[config.mk]
export PLATFORM = sky130hd
export DESIGN_NAME = cameralink_send
export DESIGN_NICKNAME = d
export VERILOG_FILES = /design/src/rtl/cameralink_pkg.sv /design/src/rtl/cameralink_blank_timer.sv /design/src/rtl/cameralink_send.sv
export SDC_FILE = /design/constraint.sdc
export NUM_CORES = 1
export LEC_CHECK = 0
export ABC_AREA = 1
export CAP_MARGIN = 20
export CORE_ASPECT_RATIO = 0.8
export CORE_MARGIN = 2
export CORE_UTILIZATION = 50
export CTS_BUF_LIST = sky130_fd_sc_hd__clkbuf_8
export DETAILED_ROUTE_END_ITERATION = 8
export HOLD_SLACK_MARGIN = 0.06
export PLACE_DENSITY = 0.83
export SETUP_SLACK_MARGIN = 0.05
export SLEW_MARGIN = 30
export SYNTH_ARGS = -nofsm -noshare
export SYNTH_HDL_FRONTEND = slang
export SYNTH_SLANG_ARGS = --single-unit
[constraint.sdc]
create_clock -name clock -period 7 [get_ports clock]
set_input_delay 1.75 -clock clock [delete_from_list [all_inputs] [get_ports clock]]
set_output_delay 1.75 -clock clock [all_outputs]
set_load 0.02 [all_outputs]
[src/rtl/cameralink_pkg.sv]
// cameralink_pkg: shared definitions for the CameraLink-over-SIMBUS transmitter
// and the receiver wrapper.
//   - cl_state_t : transmitter frame/line state machine encoding
//   - CL_*       : bit positions inside the packed 27-bit p2p word
//   - cl_cnt_w   : counter width helper (never returns less than 1)
package cameralink_pkg;

  typedef enum logic [2:0] {
    S_IDLE,
    S_VPRE,
    S_LINE,
    S_HBLANK,
    S_VBLANK
  } cl_state_t;

  localparam int unsigned CL_WORD_W    = 27;
  localparam int unsigned CL_FVV_BIT   = 26;
  localparam int unsigned CL_LVV_BIT   = 25;
  localparam int unsigned CL_VCE_BIT   = 24;
  localparam int unsigned CL_BLUE_LSB  = 16;
  localparam int unsigned CL_GREEN_LSB = 8;
  localparam int unsigned CL_RED_LSB   = 0;
  localparam int unsigned CL_CHAN_W    = 8;

  // Bits needed to count 0..n-1.
  function automatic int unsigned cl_cnt_w(input int unsigned n);
    return (n > 1) ? $clog2(n) : 1;
  endfunction

endpackage

[src/rtl/cameralink_blank_timer.sv]
// cameralink_blank_timer: loadable down-counter used for the VPRE, HBLANK and
// VBLANK intervals. Loading N-1 on entry to a state makes done_c rise on the
// N-th cycle spent in that state.
//   clock, reset : bus clock, asynchronous active-high reset
//   load         : load load_val on the next edge
//   load_val     : interval length minus one
//   done_c       : combinational, counter has reached zero
module cameralink_blank_timer #(
  parameter int unsigned W = 8
) (
  input  logic         clock,
  input  logic         reset,
  input  logic         load,
  input  logic [W-1:0] load_val,
  output logic         done_c
);

  logic [W-1:0] count;

  // Count down to zero and hold there until reloaded.
  always_ff @(posedge clock or posedge reset) begin
    if (reset) begin
      count <= '0;
    end else if (load) begin
      count <= load_val;
    end else if (count != '0) begin
      count <= count - W'(1);
    end
  end

  assign done_c = (count == '0);

endmodule

[src/rtl/cameralink_send.sv]
// cameralink_send: camera-side CameraLink model on the SIMBUS point-to-point bus.
// Generates FVV/LVV/VCE timing with a test-pattern payload (red = x, green = y,
// blue = completed frame count), gated by cam_enable and cam_request.
//   clock, reset        : bus clock, asynchronous active-high reset
//   cam_enable          : grabber permits output; low aborts a running frame
//   cam_request         : frame trigger, level-sampled in IDLE
//   FVV, LVV, VCE       : frame / line / pixel valid
//   red, green, blue    : pixel payload, zero whenever VCE is low
//   data_o              : packed {FVV, LVV, VCE, blue, green, red}
//   busy                : not IDLE
//   frame_done          : pulse in the first VBLANK cycle of a completed frame
//   frame_aborted       : pulse in the first VBLANK cycle of an aborted frame
//   frame_count         : completed frames, wraps at 16 bits
module cameralink_send
  import cameralink_pkg::*;
#(
  parameter int unsigned WIDTH   = 640,
  parameter int unsigned HEIGHT  = 480,
  parameter int unsigned VPRE    = 4,
  parameter int unsigned HBLANK  = 16,
  parameter int unsigned VBLANK  = 32,
  parameter int unsigned CLK_DIV = 1
) (
  input  logic                 clock,
  input  logic                 reset,
  input  logic                 cam_enable,
  input  logic                 cam_request,
  output logic                 FVV,
  output logic                 LVV,
  output logic                 VCE,
  output logic [CL_CHAN_W-1:0] red,
  output logic [CL_CHAN_W-1:0] green,
  output logic [CL_CHAN_W-1:0] blue,
  output logic [CL_WORD_W-1:0] data_o,
  output logic                 busy,
  output logic                 frame_done,
  output logic                 frame_aborted,
  output logic [15:0]          frame_count
);

  localparam int unsigned XW   = cl_cnt_w(WIDTH);
  localparam int unsigned YW   = cl_cnt_w(HEIGHT);
  localparam int unsigned DW   = cl_cnt_w(CLK_DIV);
  localparam int unsigned TMAX = (VPRE > HBLANK) ? ((VPRE > VBLANK) ? VPRE : VBLANK)
                                                 : ((HBLANK > VBLANK) ? HBLANK : VBLANK);
  localparam int unsigned TW   = cl_cnt_w(TMAX);

  cl_state_t state, state_n;

  logic [XW-1:0] x, x_n;
  logic [YW-1:0] y, y_n;
  logic [DW-1:0] div, div_n;
  logic [15:0]   fcount_n;

  logic          timer_load;
  logic [TW-1:0] timer_val;
  logic          timer_done_c;

  logic                 fvv_n, lvv_n, vce_n, busy_n, done_n, aborted_n;
  logic [CL_CHAN_W-1:0] red_n, green_n, blue_n;

  cameralink_blank_timer #(
    .W (TW)
  ) u_timer (
    .clock    (clock),
    .reset    (reset),
    .load     (timer_load),
    .load_val (timer_val),
    .done_c   (timer_done_c)
  );

  // Next-state, counter and next-output logic. Outputs are derived from the
  // next state so the registered outputs line up with the state they describe.
  always_comb begin
    state_n    = state;
    x_n        = x;
    y_n        = y;
    div_n      = div;
    fcount_n   = frame_count;
    timer_load = 1'b0;
    timer_val  = '0;
    done_n     = 1'b0;
    aborted_n  = 1'b0;

    // Losing the enable mid-frame takes priority over any normal transition.
    if ((state inside {S_VPRE, S_LINE, S_HBLANK}) && !cam_enable) begin
      state_n    = S_VBLANK;
      timer_load = 1'b1;
      timer_val  = TW'(VBLANK - 1);
      aborted_n  = 1'b1;
    end else begin
      case (state)
        S_IDLE: begin
          if (cam_enable && cam_request) begin
            state_n    = S_VPRE;
            timer_load = 1'b1;
            timer_val  = TW'(VPRE - 1);
          end
        end
        S_VPRE: begin
          if (timer_done_c) begin
            state_n = S_LINE;
            x_n     = '0;
            y_n     = '0;
            div_n   = '0;
          end
        end
        S_LINE: begin
          if (div == DW'(CLK_DIV - 1)) begin
            div_n = '0;
            if (x == XW'(WIDTH - 1)) begin
              if (y == YW'(HEIGHT - 1)) begin
                state_n    = S_VBLANK;
                timer_load = 1'b1;
                timer_val  = TW'(VBLANK - 1);
                done_n     = 1'b1;
                fcount_n   = frame_count + 16'd1;
              end else begin
                state_n    = S_HBLANK;
                timer_load = 1'b1;
                timer_val  = TW'(HBLANK - 1);
              end
            end else begin
              x_n = x + XW'(1);
            end
          end else begin
            div_n = div + DW'(1);
          end
        end
        S_HBLANK: begin
          if (timer_done_c) begin
            state_n = S_LINE;
            x_n     = '0;
            y_n     = y + YW'(1);
            div_n   = '0;
          end
        end
        S_VBLANK: begin
          if (timer_done_c) begin
            state_n = S_IDLE;
          end
        end
        default: begin
          state_n = S_IDLE;
        end
      endcase
    end

    fvv_n   = (state_n inside {S_VPRE, S_LINE, S_HBLANK});
    lvv_n   = (state_n == S_LINE);
    vce_n   = lvv_n && (div_n == '0);
    busy_n  = (state_n != S_IDLE);
    red_n   = vce_n ? CL_CHAN_W'(x_n) : '0;
    green_n = vce_n ? CL_CHAN_W'(y_n) : '0;
    blue_n  = vce_n ? fcount_n[CL_CHAN_W-1:0] : '0;
  end

  // State, counters and registered outputs.
  always_ff @(posedge clock or posedge reset) begin
    if (reset) begin
      state         <= S_IDLE;
      x             <= '0;
      y             <= '0;
      div           <= '0;
      frame_count   <= '0;
      FVV           <= 1'b0;
      LVV           <= 1'b0;
      VCE           <= 1'b0;
      red           <= '0;
      green         <= '0;
      blue          <= '0;
      busy          <= 1'b0;
      frame_done    <= 1'b0;
      frame_aborted <= 1'b0;
    end else begin
      state         <= state_n;
      x             <= x_n;
      y             <= y_n;
      div           <= div_n;
      frame_count   <= fcount_n;
      FVV           <= fvv_n;
      LVV           <= lvv_n;
      VCE           <= vce_n;
      red           <= red_n;
      green         <= green_n;
      blue          <= blue_n;
      busy          <= busy_n;
      frame_done    <= done_n;
      frame_aborted <= aborted_n;
    end
  end

  // Packed bus word, pure wiring of the output registers.
  always_comb begin
    data_o                                = '0;
    data_o[CL_FVV_BIT]                    = FVV;
    data_o[CL_LVV_BIT]                    = LVV;
    data_o[CL_VCE_BIT]                    = VCE;
    data_o[CL_BLUE_LSB  +: CL_CHAN_W]     = blue;
    data_o[CL_GREEN_LSB +: CL_CHAN_W]     = green;
    data_o[CL_RED_LSB   +: CL_CHAN_W]     = red;
  end

endmodule

== After elaboration in Yosys (flattened, before gate mapping) ==
Cells that the tools add are included.
W data, S select, Z words.

* Bits in registers: 74
* Bits of input ports: 4
* Output and inout bits: 73
* Logic and storage cells: 105

* Add/subtract/negate cells: 5
* Eq/ne operators: 14
* Mux-type cells: 48
* Bitwise operators: 3
* Reductions and logical operators: 17

{| class="wikitable"
|+ Operators by type and width
! operator !! count
|-
| $mux W8 || 10
|-
| $mux W10 || 3
|-
| $mux W5 || 6
|-
| $mux W3 || 7
|-
| $pmux W10 S2 || 1
|-
| $mux W9 || 2
|-
| $pmux W9 S2 || 1
|-
| $add A16 B1 Y16 const B || 1
|-
| $mux W1 || 13
|-
| $eq A3 B2 Y1 const B || 4
|-
| $pmux W3 S4 || 1
|-
| $add A10 B1 Y10 const B || 1
|-
| $eq A10 B10 Y1 const B || 1
|-
| $pmux W5 S2 || 1
|-
| $reduce_and A5 Y1 || 2
|-
| $add A9 B1 Y9 const B || 1
|-
| $eq A9 B9 Y1 const B || 1
|-
| $reduce_bool A3 Y1 || 3
|-
| $ne A2 B2 Y1 const B || 4
|-
| $eq A3 B1 Y1 const B || 2
|-
| $reduce_bool A2 Y1 || 3
|-
| $logic_not A5 Y1 || 1
|-
| $reduce_bool A5 Y1 || 1
|-
| $sub A5 B1 Y5 const B || 1
|-
| 11 further kinds || 16
|}

== Longest topological paths before layout ==
* Depth after elaboration: 9
* Mapped depth: 14
* Depth with buffers taken out: 14

== Hierarchy ==
A second synthesis with hierarchy kept.

* Cells, all modules: 495
* Area, all modules: 3998.8 um^2

{| class="wikitable"
|+ By module, submodules not included
! module !! times used !! cells each !! area an instance (um^2) !! seq. area each (um^2)
|-
| cameralink_send || 1 || 455 || 3704.8 || 1726.7
|-
| cameralink_blank_timer || 1 || 40 || 294.0 || 125.1
|}

== Worst setup path before layout ==
Ideal clock, no wire load.

* Path kind: input -> register
* Start: input cam_enable
* End: register x[9]
* Library setup time: 71 ps
* Arrival: 2655 ps
* Required time: 6929 ps
* Slack: 4274 ps
* Stages on the path: 10
* Buffers on the path: 0
* Cell sequence: inv_1 -> nor3_1 -> nand2_1 -> inv_1 -> nand2_1 -> inv_1 -> nand2_1 -> nand2_1 -> inv_1 -> nor2_1

* Longest elaborated chain between the ends: 4

{| class="wikitable"
|+ Ends and longest elaborated chain
! item !! RTL line !! RTL
|-
| start: declaration || cameralink_send.sv:26 || <nowiki>input logic cam_enable,</nowiki>
|-
| $logic_not A1 Y1 || cameralink_send.sv:86 || <nowiki>if ((state inside {S_VPRE, S_LINE, S_HBLANK}) && !cam_enable) begin</nowiki>
|-
| $logic_and A1 B1 Y1 || cameralink_send.sv:86 ||
|-
| $not A1 Y1 (no line) || n/a ||
|-
| $reduce_and A5 Y1 (no line) || n/a ||
|-
| end signal: assignment || cameralink_send.sv:177 || <nowiki>x <= x_n;</nowiki>
|-
| end: declaration || cameralink_send.sv:50 || <nowiki>logic [XW-1:0] x, x_n;</nowiki>
|}

No other way between the ends.
A chain may end at the register's enable or synchronous reset.

== Worst setup path in the final report ==
* Start: input cam_enable
* End: register frame_count[15]

* Longest elaborated chain between the ends: 4

{| class="wikitable"
|+ Ends and longest elaborated chain
! item !! RTL line !! RTL
|-
| $logic_not A1 Y1 || cameralink_send.sv:86 ||
|-
| $logic_and A1 B1 Y1 || cameralink_send.sv:86 ||
|-
| $not A1 Y1 (no line) || n/a ||
|-
| $reduce_and A5 Y1 (no line) || n/a ||
|-
| end signal: assignment || cameralink_send.sv:180 || <nowiki>frame_count <= fcount_n;</nowiki>
|-
| end: declaration || cameralink_send.sv:38 || <nowiki>output logic [15:0] frame_count</nowiki>
|}

No other way between the ends.

==> summary.md <==
| Metric | Value |
|---|---|
| Status | `completed` |
| Post-synth top area share | `45.50%` |
| Fin Setup TNS | `0 ns` |
| Worst IR Drop VDD | `194.9 µV` |
| Final setup violation count | `0` |
| Finished Cell Area | `4896 µm²` |
| Final period util | `48.23%` |
| Min Tclk post-route | `3.376 ns` |
| RSZ-0062 raised after global routing | `no` |
| Clock skew | `between 0.015 and 0.02 ns` |
| Leak | `2.439 nW` |
| Clk slew on worst S/H paths | `~0.080 ns` |
| P&R area growth vs syn | `20.29%` |
| Slew Limit Fails | `0` |
| Filler cell count | `726` |
| Synth Instances | `between 500 and 600` |
| Synth Area per Inst | `7.873 µm²` |
| Number of remaining DRC errors | `0` |
| Hold Crit Depth | `2` |
| Net Count, Synth | `527` |
| Placed cell areas | `between 4000 and 5000 µm²` |
| R2R Path Start | `y[0]` |
| Core Rows | `29` |
| Top-count cell post-synth | `nand2_1` |
| CP startpoint kind | `input port` |
| Detail Route Antenna Nets | `0` |
| Total power per unit cell area | `roughly 240 nW/µm²` |
| GP Congestion | `0.8906` |
| Worst path slowest cell | `clkdlybuf4s50_1` |
| Post-synth top flop | `dfrtp_1` |
| WL per Instance | `roughly 13 µm` |
| Worst skew pair latency | `0.35 ns` |
| Final WL | `between 8000 and 9000 µm` |
| CTS tree | `yes` |
| Hold path startpoint | `u_timer.count[1]` |
| Clock root cell | `clkbuf_8` |
| Global-route wire length before repair | `15140 µm` |
| Worst Reg-to-Reg Cells | `8` |
| Post-synth top area cell | `dfrtp_1` |
| Vias per Instance | `roughly 5` |
| CP max FO | `12` |
| Max_slew headroom | `56.90%` |
| CP Cell Sequence | `clkdlybuf4s50_1 -> inv_1 -> nand3_1 -> nand2_1 -> nor3_4 -> nand2_1 -> nand2_1 -> o21ai_1` |
| FF+latch count, synth | `74` |
| Synth cell types | `33` |
| Final Hold Vio Count | `0` |
| Iteration-0 DRC Markers | `225` |
| DR pass1 iterations | `5` |
| Achievable Freq | `296.2 MHz` |
| RR Endpoint | `frame_count[1]` |
| CTS H-Tree Depth | `3` |
| Crit path required time | `approximately 7.2 ns` |
| Worst Hold Class | `register to register` |
| Io pins | `77` |
| Clk sinks | `74` |
| Post-layout util | `61.90%` |
| CP endpoint kind | `register` |
| Reg2reg setup slack | `4.72 ns` |
| Crit path kind | `input port to register` |
| Longest Clk Path Bufs | `2` |
| Total of max-cap violations | `0` |
| Crit path top cell by count | `nand2_1` |
| Vias in the first global route | `3245` |
| Hold Path Sink | `u_timer.count[1]` |
| Cts repair resizes | `0` |
| Register area share after synthesis | `45.50%` |
| EDFF count, synth | `0` |
| Crit-path max cell delay | `0.48 ns` |
| Die X | `104.9 µm` |
| Total GRT Usage | `21.35%` |
| Full die area | `8883 µm²` |
| N_diodes | `0` |
| Share of cells above drive strength 1 | `9.375%` |
| CORE AREA | `7910 µm²` |
| Ys async rst share | `100.0%` |
| Die Span Y | `84.70 µm` |
| Initial antenna violation count | `0` |
| Number of buffers created by CTS | `9` |
| Largest net degree at the start of global routing | `75` |
| Vias after detailed routing | `3406` |
| Synth top cells by count | `121 x nand2_1, 88 x inv_1, 74 x dfrtp_1` |
| Post-layout nets | `581` |
| Crit. Startpoint | `cam_enable` |
| DP Wirelength | `roughly 6600 µm` |
| Post-CTS Setup Bufs | `0` |
| Synth warn | `0` |
| Critical Path AT | `3.61 ns` |
| Post-cts hold buffer count | `0` |
| Mapped cell area | `4070 µm²` |
| Slew @ Worst Pin | `0.6465 ns` |
| Starting Density | `51.46%` |
| Port Buf Inserts | `76` |
| Largest cells by area after synthesis | `dfrtp_1 45%, nand2_1 11%, inv_1 8.1%, buf_4 5.5%, nor2_1 4.7%` |
| Gr ovfl total | `0` |
## registers in the layout, indices dropped and copies added (netlist names)
register	count
blue	8
FVV	1
frame_done	1
green	8
LVV	1
x	10
div	1
VCE	1
state	3
y	9
u_timer.count	5
frame_aborted	1
busy	1
frame_count	16
red	8
## worst max path at each step
stage,endpoint,slack (ns),cells past startpoint
after floorplan,FVV,3.37,1
after global placement,red[1],3.41,7
after detailed placement,frame_count[15],3.29,8
after CTS,frame_count[15],3.67,8
after global routing,frame_count[14],3.48,8
final,frame_count[15],3.62,8
## cell usage in the layout (no fill, tap or decap), types with 3 or more instances in the layout
cell type        synthesis  routed
nand4_1                 16      16
nor3_1                   7       7
a21oi_1                  9       9
nand3_1                 38      38
clkdlybuf4s50_1          0      76
ha_1                     6       6
nand2_1                121     121
nor2_2                  23      23
clkbuf_8                 0      12
xnor2_1                  3       3
nand3_2                  3       3
nor2_1                  51      51
o21ai_0                 12      12
inv_1                   88      89
inv_2                    3       4
xor2_1                  10      10
dfrtp_1                 74      74
## cells by family (layout without fill, tap and decap cells)
kind of cell | Yosys count | after routing | share of synthesized area (%)
flip-flops | 74 | 74 | 45.50
adder cells (fa/ha/maj) | 6 | 6 | 1.844
AND/OR/NAND/NOR | 268 | 268 | 30.19
buffers and inverters | 125 | 184 | 14.88
AO/OA/AOI/OAI | 31 | 31 | 4.796
XOR/XNOR | 13 | 13 | 2.797
## cell type report
| type | instances | area [µm²] | area share [%] |
|---|---|---|---|
| repair buffers | 77 | 772.0 | 15.77 |
| well taps | 108 | 135.1 | 2.760 |
| flip-flops and latches | 74 | 1852 | 37.82 |
| clock buffers | 12 | 165.2 | 3.373 |
| multi-input cells | 318 | 1613 | 32.94 |
| clock inverters | 4 | 17.52 | 0.3578 |
| inverters | 91 | 341.6 | 6.977 |
## routing by layer
layer | vias up | part of all wire [%] | GRT usage, %
li1 | 1676 | - | -
met1 | 1624 | 46 | 28.77
met2 | 97 | 47 | 34.83
met3 | 9 | 6.0 | 5.280
met4 | 0 | 1.1 | 5.576
met5 | - | 0 | 0
## power by group
group | total, mW | leakage [nW] | switching (mW) | internal [mW]
Combinational | 0.340 | 1.35 | 0.223 | 0.117
Clock | 0.302 | 0.105 | 0.148 | 0.154
Sequential | 0.523 | 0.986 | 0.0423 | 0.481
Total | 1.16 | 2.44 | 0.414 | 0.751
## critical path: cells and delay by family
family                 cells  cell delay (ns)
buffers and inverters      2             0.59
AO/OA/AOI/OAI              1             0.07
AND/OR/NAND/NOR            5             1.21
## stage by stage
stage	power, mW	std cells	hold slack, ns	setup slack, ns
final	1.165	684	0.5367	3.624
after global routing	1.241	684	0.5579	3.479
after CTS	1.172	684	0.5443	3.671
after detailed placement	0.8654	668	0.5259	3.286
after global placement	0.8539	668	0.5000	3.406
after floorplan	0.7782	517	0.4780	3.368
No activity file was read; power rests on OpenSTA's default activity.
